File: src/rtl/pipe_ctrl_pkg.sv
// Shared types and default geometry for the pipeline controller.
package pipe_ctrl_pkg;

    typedef enum logic {
        RUN    = 1'b0,
        SQUASH = 1'b1
    } pipe_state_t;

    localparam int STAGES_DEF     = 5;
    localparam int EXC_STAGE_DEF  = 3;
    localparam int SQUASH_CYC_DEF = 1;
    localparam int SQ_CNT_W       = 2;

    function automatic int min_int(input int a, input int b);
        return (a < b) ? a : b;
    endfunction

endpackage

File: src/rtl/pipe_perf_cnt.sv
// Wrapping stall/flush/retire event counters; compiled only when PIPE_CTRL_PERF_EN is defined.
`ifdef PIPE_CTRL_PERF_EN
module pipe_perf_cnt #(
    parameter int CNT_W = 32
) (
    input  logic             clk,
    input  logic             rst,
    input  logic             i_inc_stall,
    input  logic             i_inc_flush,
    input  logic             i_inc_retire,
    output logic [CNT_W-1:0] o_stall_cnt,
    output logic [CNT_W-1:0] o_flush_cnt,
    output logic [CNT_W-1:0] o_retire_cnt
);

    logic [CNT_W-1:0] r_stall_cnt;
    logic [CNT_W-1:0] r_flush_cnt;
    logic [CNT_W-1:0] r_retire_cnt;

    always_ff @(posedge clk) begin
        if (rst) begin
            r_stall_cnt  <= '0;
            r_flush_cnt  <= '0;
            r_retire_cnt <= '0;
        end else begin
            if (i_inc_stall)  r_stall_cnt  <= r_stall_cnt + 1'b1;
            if (i_inc_flush)  r_flush_cnt  <= r_flush_cnt + 1'b1;
            if (i_inc_retire) r_retire_cnt <= r_retire_cnt + 1'b1;
        end
    end

    assign o_stall_cnt  = r_stall_cnt;
    assign o_flush_cnt  = r_flush_cnt;
    assign o_retire_cnt = r_retire_cnt;

endmodule
`endif

File: src/rtl/pipe_ctrl.sv
// In-order pipeline stall/flush/exception controller.
// Define PIPE_CTRL_PERF_EN to build the performance counters; otherwise perf outputs tie to 0.
module pipe_ctrl
    import pipe_ctrl_pkg::*;
#(
    parameter int STAGES     = STAGES_DEF,
    parameter int EXC_STAGE  = EXC_STAGE_DEF,
    parameter int SQUASH_CYC = SQUASH_CYC_DEF,
    parameter int CNT_W      = 32
) (
    input  logic              clk,
    input  logic              rst,
    input  logic              fetch_valid,
    input  logic [STAGES-1:0] stall_req,
    input  logic              except,
    output logic [STAGES-1:0] stage_stall,
    output logic [STAGES-1:0] stage_flush,
    output logic [STAGES-1:0] stage_valid,
    output logic              retire,
    output logic [CNT_W-1:0]  perf_stall,
    output logic [CNT_W-1:0]  perf_flush,
    output logic [CNT_W-1:0]  perf_retire
);

    localparam int FLUSH_TOP = min_int(EXC_STAGE + 1, STAGES - 1);

    pipe_state_t         r_state;
    logic [SQ_CNT_W-1:0] r_sq_cnt;
    logic [STAGES-1:0]   r_valid;

    logic [STAGES-1:0]   w_suffix;
    logic [STAGES-1:0]   w_stall;
    logic [STAGES-1:0]   w_flush;
    logic [STAGES-1:0]   w_prev;
    logic                w_blocked;
    logic                w_accept;
    logic                w_retire;

    // A stalled stage backs up every stage in front of it.
    always_comb begin
        logic acc;
        acc      = 1'b0;
        w_suffix = '0;
        for (int i = STAGES - 1; i >= 0; i--) begin
            acc         = acc | stall_req[i];
            w_suffix[i] = acc;
        end
    end

    assign w_blocked = w_suffix[EXC_STAGE+1];
    assign w_accept  = (r_state == RUN) && except && !w_blocked;

    always_comb begin
        w_stall = w_suffix;
        w_flush = '0;
        if (w_accept) begin
            for (int i = 0; i <= FLUSH_TOP; i++) w_stall[i] = 1'b0;
        end
        for (int i = 1; i < STAGES; i++) w_flush[i] = w_stall[i-1] & ~w_stall[i];
        if (w_accept) begin
            for (int i = 0; i <= FLUSH_TOP; i++) w_flush[i] = 1'b1;
        end
        if (r_state == SQUASH) w_flush[1] = 1'b1;
        if (rst) begin
            w_stall = '0;
            w_flush = '1;
        end
    end

    assign w_prev = {r_valid[STAGES-2:0], fetch_valid};

    generate
        for (genvar gi = 0; gi < STAGES; gi++) begin : g_valid
            always_ff @(posedge clk) begin
                if (rst || w_flush[gi]) begin
                    r_valid[gi] <= 1'b0;
                end else if (!w_stall[gi]) begin
                    r_valid[gi] <= w_prev[gi];
                end
            end
        end
    endgenerate

    always_ff @(posedge clk) begin
        if (rst) begin
            r_state  <= RUN;
            r_sq_cnt <= '0;
        end else begin
            case (r_state)
                RUN: begin
                    if (w_accept) begin
                        r_state  <= SQUASH;
                        r_sq_cnt <= SQ_CNT_W'(SQUASH_CYC - 1);
                    end
                end
                SQUASH: begin
                    if (r_sq_cnt == '0) r_state <= RUN;
                    else                r_sq_cnt <= r_sq_cnt - 1'b1;
                end
                default: r_state <= RUN;
            endcase
        end
    end

    assign w_retire    = r_valid[STAGES-1] & ~stall_req[STAGES-1] & ~w_flush[STAGES-1];
    assign retire      = w_retire;
    assign stage_stall = w_stall;
    assign stage_flush = w_flush;
    assign stage_valid = r_valid;

`ifdef PIPE_CTRL_PERF_EN
    pipe_perf_cnt #(
        .CNT_W (CNT_W)
    ) u_perf (
        .clk          (clk),
        .rst          (rst),
        .i_inc_stall  (w_stall[0]),
        .i_inc_flush  (w_accept),
        .i_inc_retire (w_retire),
        .o_stall_cnt  (perf_stall),
        .o_flush_cnt  (perf_flush),
        .o_retire_cnt (perf_retire)
    );
`else
    assign perf_stall  = '0;
    assign perf_flush  = '0;
    assign perf_retire = '0;
`endif

endmodule

File: config.mk
export PLATFORM = sky130hd
export DESIGN_NAME = pipe_ctrl
export DESIGN_NICKNAME = d
export VERILOG_FILES = /design/src/rtl/pipe_ctrl_pkg.sv /design/src/rtl/pipe_perf_cnt.sv /design/src/rtl/pipe_ctrl.sv
export SDC_FILE = /design/constraint.sdc
export NUM_CORES = 1
export LEC_CHECK = 0
export BUFFER_PORTS_ARGS = -buffer_cell sky130_fd_sc_hd__buf_4
export CORE_UTILIZATION = 36
export DETAILED_ROUTE_END_ITERATION = 6
export MAX_ROUTING_LAYER = met4
export PLACE_DENSITY = 0.86
export SYNTH_ARGS = -nofsm -noshare
export SYNTH_HDL_FRONTEND = slang
export SYNTH_SLANG_ARGS = --single-unit
export TNS_END_PERCENT = 30
File: constraint.sdc
create_clock -name clk -period 1.5 [get_ports clk]
set_input_delay 0.075 -clock clk [delete_from_list [all_inputs] [get_ports clk]]
set_output_delay 0.075 -clock clk [all_outputs]
set_load 0.02 [all_outputs]
==> results of run 1 <==
-- critical path: cells and delay by family, from the launching register on --
family / cells / cell delay, ns
AND/OR/NAND/NOR: 3 / 0.64
buffers and inverters: 1 / 0.16
flip-flops: 1 / 0.33
-- Yosys cell counts (2+ instances only) --
cell,instances
a21o_1,3
a21oi_1,6
buf_4,96
dfxtp_1,8
inv_1,4
mux2i_1,2
nand2b_1,2
nand3_1,3
nor2_1,7
nor2b_1,3
-- cell families after synthesis --
logic type      Yosys count  synth area share
mux                       2           0.01697
fa+ha+maj                 1           0.01060
buf+inv                 101            0.6331
other cells               1          0.003178
flops                     8            0.1357
compound gates           13           0.07211
simple gates             23            0.1283
-- where the power goes --
group          internal (mW)  switching (mW)
sequential             0.214         0.00145
combinational         0.0583           0.284
clock                 0.0918          0.0771
-- stage by stage --
step	setup TNS [ns]	area, µm²	utilization	instances	setup slack, ns
floorplan	0	1536	-	244	0.3150
global placement	0	1040	0.3378	215	0.2433
detailed placement	0	1040	0.3378	215	0.2304
CTS	0	1079	0.3504	220	0.005173
global route	-0.01169	1080	0.3508	220	-0.01169
finish	0	1080	0.3508	220	0.03025
-- sequential cells by signal (all words and copies together) (netlist names) --
register,flops
r_state,1
stage_valid,5
r_sq_cnt,2
-- repair_timing --
item | in CTS | in global routing
cloned | 1 | 0
setup buffers | 1 | 0
pin swaps | 1 | 0
gates resized for setup | 0 | 1
endpoints found under the setup margin | 9 | 7
hold buffers | 0 | 0
-- metal layers --
metal / vias up / routed length [µm] / global-route usage / share of wire
met1: 326 / 558 / 0.08621 / 0.33
met2: 59 / 924 / 0.1541 / 0.55
met4: 0 / 28 / 0.06122 / 0.017
li1: 331 / - / - / -
met3: 3 / 168 / 0.02620 / 0.10
met5: - / 0 / - / 0
-- path summary, 6_finish.rpt --
path	end	slack, ns
max	stage_stall[3]	0.03
min	r_state	0.01
max reg2reg	r_sq_cnt[1]	0.25
min reg2reg	stage_valid[1]	0.45
-- layout make-up --
| cell class | count | area, µm² |
|---|---|---|
| inverter | 4 | 15.01 |
| timing repair buffer | 25 | 187.7 |
| multi-input combinational | 136 | 638.1 |
| tap | 44 | 55.05 |
| clock buffer | 3 | 22.52 |
| sequential | 8 | 161.4 |
| fill | 340 | 1998 |
-- cell usage in the layout (no fill, tap or decap) --
cell type,n
conb_1,96
buf_4,25
nor2_1,7
dfxtp_1,7
a21oi_1,6
inv_1,4
nor2b_1,3
a21o_1,3
nand3_1,3
clkbuf_4,3
nand2b_1,2
mux2i_1,2
or3b_4,1
nand2b_4,1
nor3_1,1
nor4_4,1
a211o_2,1
nand2_1,1
or2_2,1
a21bo_2,1
nor3_2,1
o21ai_0,1
nand3b_1,1
a22oi_1,1
ha_1,1
nand2b_2,1
dfxtp_2,1
==> results.sh, run 1 <==
export IMPL_outcome="completed"
export IMPL_synth_seq_cells=8
export IMPL_crit_slowest_cell="or3b_4"
export IMPL_p_leak_nw=0.6158
export IMPL_first_pass_iters=2
export IMPL_period_minus_slack_ns=1.470
export IMPL_synthCells=149
export IMPL_synth_flop_cell="dfxtp_1"
export IMPL_min_path_cells=2
export IMPL_cts_buffer_depth=2
export IMPL_finalSetupViolCount=0
export IMPL_track_usage=0.08971
export IMPL_dp_hpwl_um=1397
export IMPL_grt_pass1_wl_um=2228
export IMPL_antenna_cells=0
export IMPL_timing_fmax_ghz=0.6804
export IMPL_slew_viol_final=0
export IMPL_p_total_uw=726.5
export IMPL_clk_latency_ns=0.26
export IMPL_synth_enable_flop_cells=0
export IMPL_hold_class="input pin to register"
export IMPL_first_global_vias=503
export IMPL_path_max_fanout=6
export IMPL_crit_path_cell_trace="or3b_4 > nand2b_2 > nor2_1 > buf_4"
export IMPL_die_area_um2=3511
export IMPL_clock_sinks=8
export IMPL_r2r_cells=5
export IMPL_crit_path_max_incr_delay_ns=0.42
export IMPL_cp_start_kind="register"
export IMPL_rsz0062_at_grt="yes"
export IMPL_initial_utilization=0.3833
export IMPL_vias=719
export IMPL_synth_top_area_share=0.6108
export IMPL_fp_dieH_um=59.25
export IMPL_syn_to_final_growth_pct=-8.483
export IMPL_maxCapViolations=0
export IMPL_io_pins=121
export IMPL_antenna_left=0
export IMPL_holdWs_ns=0.01094
export IMPL_r2r_start="r_sq_cnt[0]"
export IMPL_vdd_drop_max_mv=0.2586
export IMPL_path_clk_slew_ns=0.05
export IMPL_fin_crit_sh=0.9798
export IMPL_core_area_um2=3078
export IMPL_wl_per_cell_um=7.632
export IMPL_yosysUniqueCellTypes=25
export IMPL_cts_root_buffer="clkbuf_4"
export IMPL_synth_area_leader_cell="buf_4"
export IMPL_syn_area_um2=1180
export IMPL_row_count=20
export IMPL_syn_area_per_cell_um2=7.919
export IMPL_crit_path_end_kind="primary output"
export IMPL_fp_dieW_um=59.25
export IMPL_numCtsBuffers=3
export IMPL_globalRouteOverflowTotal=0
export IMPL_layout_drive_gt1_share=0.2102
export IMPL_gp_congestion=0.7422
export IMPL_nNetsFinal=188
export IMPL_htree_num_levels=1
export IMPL_cp_data_arrival_time_ns=1.39
export IMPL_powerDensity_nw_per_um2=672.8
export IMPL_antenna_found_initial=0
export IMPL_drt_iter0_markers=2
export IMPL_cts_tree="yes"
export IMPL_cp_required_ns=1.42
export IMPL_clock_skew_ns=0.0003106
export IMPL_synth_area_leaders="buf_4, dfxtp_1, a21oi_1"
export IMPL_synthArstFlopShare=0
export IMPL_crit_type="register to primary output"
export IMPL_drc=0
export IMPL_routed_wl_um=1679
export IMPL_crit_start="r_state"
export IMPL_ys_warn_count=0
export IMPL_vias_per_cell=3.268
export IMPL_hold_violations=0
export IMPL_ys_seq_area_frac=0.1357
export IMPL_grt_max_degree=8
export IMPL_numPortBuffers=24
export IMPL_hp_start="rst"
No activity file was read; power rests on OpenSTA's default activity.
==> inputs of run 2 (changes only) <==
- CORE_UTILIZATION: 36 -> 39
- PLACE_DENSITY: 0.86 -> 0.91
- clock period: 1.5 -> 1.9 ns (I/O delays scaled with it)
==> results.sh, run 2 (synthesized netlist as in run 1, its figures left out) <==
export IMPL_outcome="finished with violations"
export IMPL_violations="design-rule violations"
export IMPL_p_int_uw=284.5
export IMPL_layout_common_cells="conb_1, buf_4, dfxtp_1"
export IMPL_multi_input_area_um2=629.4
export IMPL_final_common_cell="conb_1"
export IMPL_timing_fmax_ghz=0.6416
export IMPL_fill_cells=317
export IMPL_clk_latency_ns=0.25
export IMPL_antenna_found_initial=0
export IMPL_power_switching_share=0.4976
export IMPL_p_sw_uw=281.8
export IMPL_cts_buffer_depth=2
export IMPL_io_pins=121
export IMPL_antenna_cells=0
export IMPL_nNetsFinal=186
export IMPL_row_count=19
export IMPL_layout_drive_gt1_share=0.1954
export IMPL_vdd_drop_max_mv=0.2321
export IMPL_powerDensity_nw_per_um2=541.4
export IMPL_numPortBuffers=24
export IMPL_r2r_start="r_sq_cnt[0]"
export IMPL_period_minus_slack_ns=1.559
export IMPL_dp_hpwl_um=1331
export IMPL_finalSetupViolCount=0
export IMPL_seqCellArea_um2=160.2
export IMPL_post_cts_resized=0
export IMPL_tns_ns=0
export IMPL_first_global_vias=416
export IMPL_crit_buf_inv=1
export IMPL_cts_root_buffer="clkbuf_4"
export IMPL_clock_power_share=0.232
export IMPL_r2r_slack_ns=0.68
export IMPL_grt_pass1_wl_um=2076
export IMPL_power_frac_comb=0.468
export IMPL_rsz0062_at_grt="no"
export IMPL_first_pass_iters=7
export IMPL_crit_path_max_incr_delay_ns=0.44
export IMPL_cp_required_ns=1.80
export IMPL_crit_path_cell_trace="or3b_4 > nand2b_4 > a211o_2 > buf_4"
export IMPL_cts_tree="yes"
export IMPL_p_leak_nw=0.6077
export IMPL_initial_utilization=0.4206
export IMPL_hold_class="input pin to register"
export IMPL_pwr_share_seq=0.300
export IMPL_track_usage=0.08953
export IMPL_crit_type="register to primary output"
export IMPL_slew_viol_final=0
export IMPL_largest_register_ffs=5
export IMPL_fp_dieW_um=57.01
export IMPL_hp_start="rst"
export IMPL_path_max_fanout=15
export IMPL_crit_slowest_cell="or3b_4"
export IMPL_die_area_um2=3250
export IMPL_htree_num_levels=1
export IMPL_syn_to_final_growth_pct=-11.35
export IMPL_cp_start_kind="register"
export IMPL_globalRouteOverflowTotal=0
export IMPL_gp_congestion=0.7394
export IMPL_core_area_um2=2805
export IMPL_drc=18
export IMPL_numCtsBuffers=3
export IMPL_routed_wl_um=1557
export IMPL_maxCapViolations=0
export IMPL_hold_violations=0
export IMPL_vias=697
export IMPL_holdWs_ns=0.02821
export IMPL_crit_start="r_state"
export IMPL_wl_per_cell_um=7.595
export IMPL_antenna_left=0
export IMPL_drt_iter0_markers=34
export IMPL_fp_dieH_um=57.01
export IMPL_cp_data_arrival_time_ns=1.46
export IMPL_post_cts_buffers=0
export IMPL_p_total_uw=566.3
export IMPL_clock_skew_ns=0.003363
export IMPL_hold_buffers=0
export IMPL_critPathTopFamily="simple AND/OR/NAND/NOR gates"
export IMPL_crit_path_end_kind="primary output"
export IMPL_path_clk_slew_ns=0.06
export IMPL_clock_sinks=8
export IMPL_vias_per_cell=3.400
export IMPL_fin_crit_sh=0.8203
export IMPL_grt_max_degree=16
run 2: changes by cell type in the layout (fill, tap and decap cells not counted), sizes merged:
cell and change:
nand2b -1, buf -1
run 2: final cells by class:
cell class	instances	share of cell area
Inverter	4	0.01435
Multi-Input combinational cell	135	0.6017
Sequential cell	8	0.1531
Clock buffer	3	0.02153
Timing Repair Buffer	24	0.1722
Tap cell	31	0.03708
run 2: power groups by stage:
stage | sequential (mW) | clock, mW | combinational [mW]
detailed placement | 0.174 | 0 | 0.262
floorplan | 0.174 | 0 | 0.367
finish | 0.170 | 0.132 | 0.265
CTS | 0.170 | 0.135 | 0.262
global placement | 0.174 | 0 | 0.260
global route | 0.170 | 0.155 | 0.283
run 2: path summary, 6_finish.rpt:
path | to | cells past startpoint
worst max-delay path | stage_flush[1] | 4
worst max register to register | r_sq_cnt[1] | 5
worst min-delay path | r_sq_cnt[1] | 2
worst min register to register | r_sq_cnt[0] | 2
run 2: through the flow:
stage               instance area, µm²  std cells  utilization  worst slack (ns)
global route                      1046        205       0.3729            0.2355
finish                            1046        205       0.3729            0.3414
global placement                  1023        202       0.3649            0.6350
detailed placement                1023        202       0.3649            0.6023
floorplan                         1536        244            -            0.6950
CTS                               1046        205       0.3729            0.3184
run 2: per-layer routing:
layer,wire [µm],track usage
met1,646,0.1221
met2,702,0.1042
met3,195,0.03401
met4,11,0.06272
met5,0,-
run 2: worst register-to-register path, stage by stage (launching register included):
cell	delay [ns]
dfxtp_1	0.32
inv_1	0.06
ha_1	0.18
nand2b_1	0.19
or2_2	0.29
a21oi_1	0.11
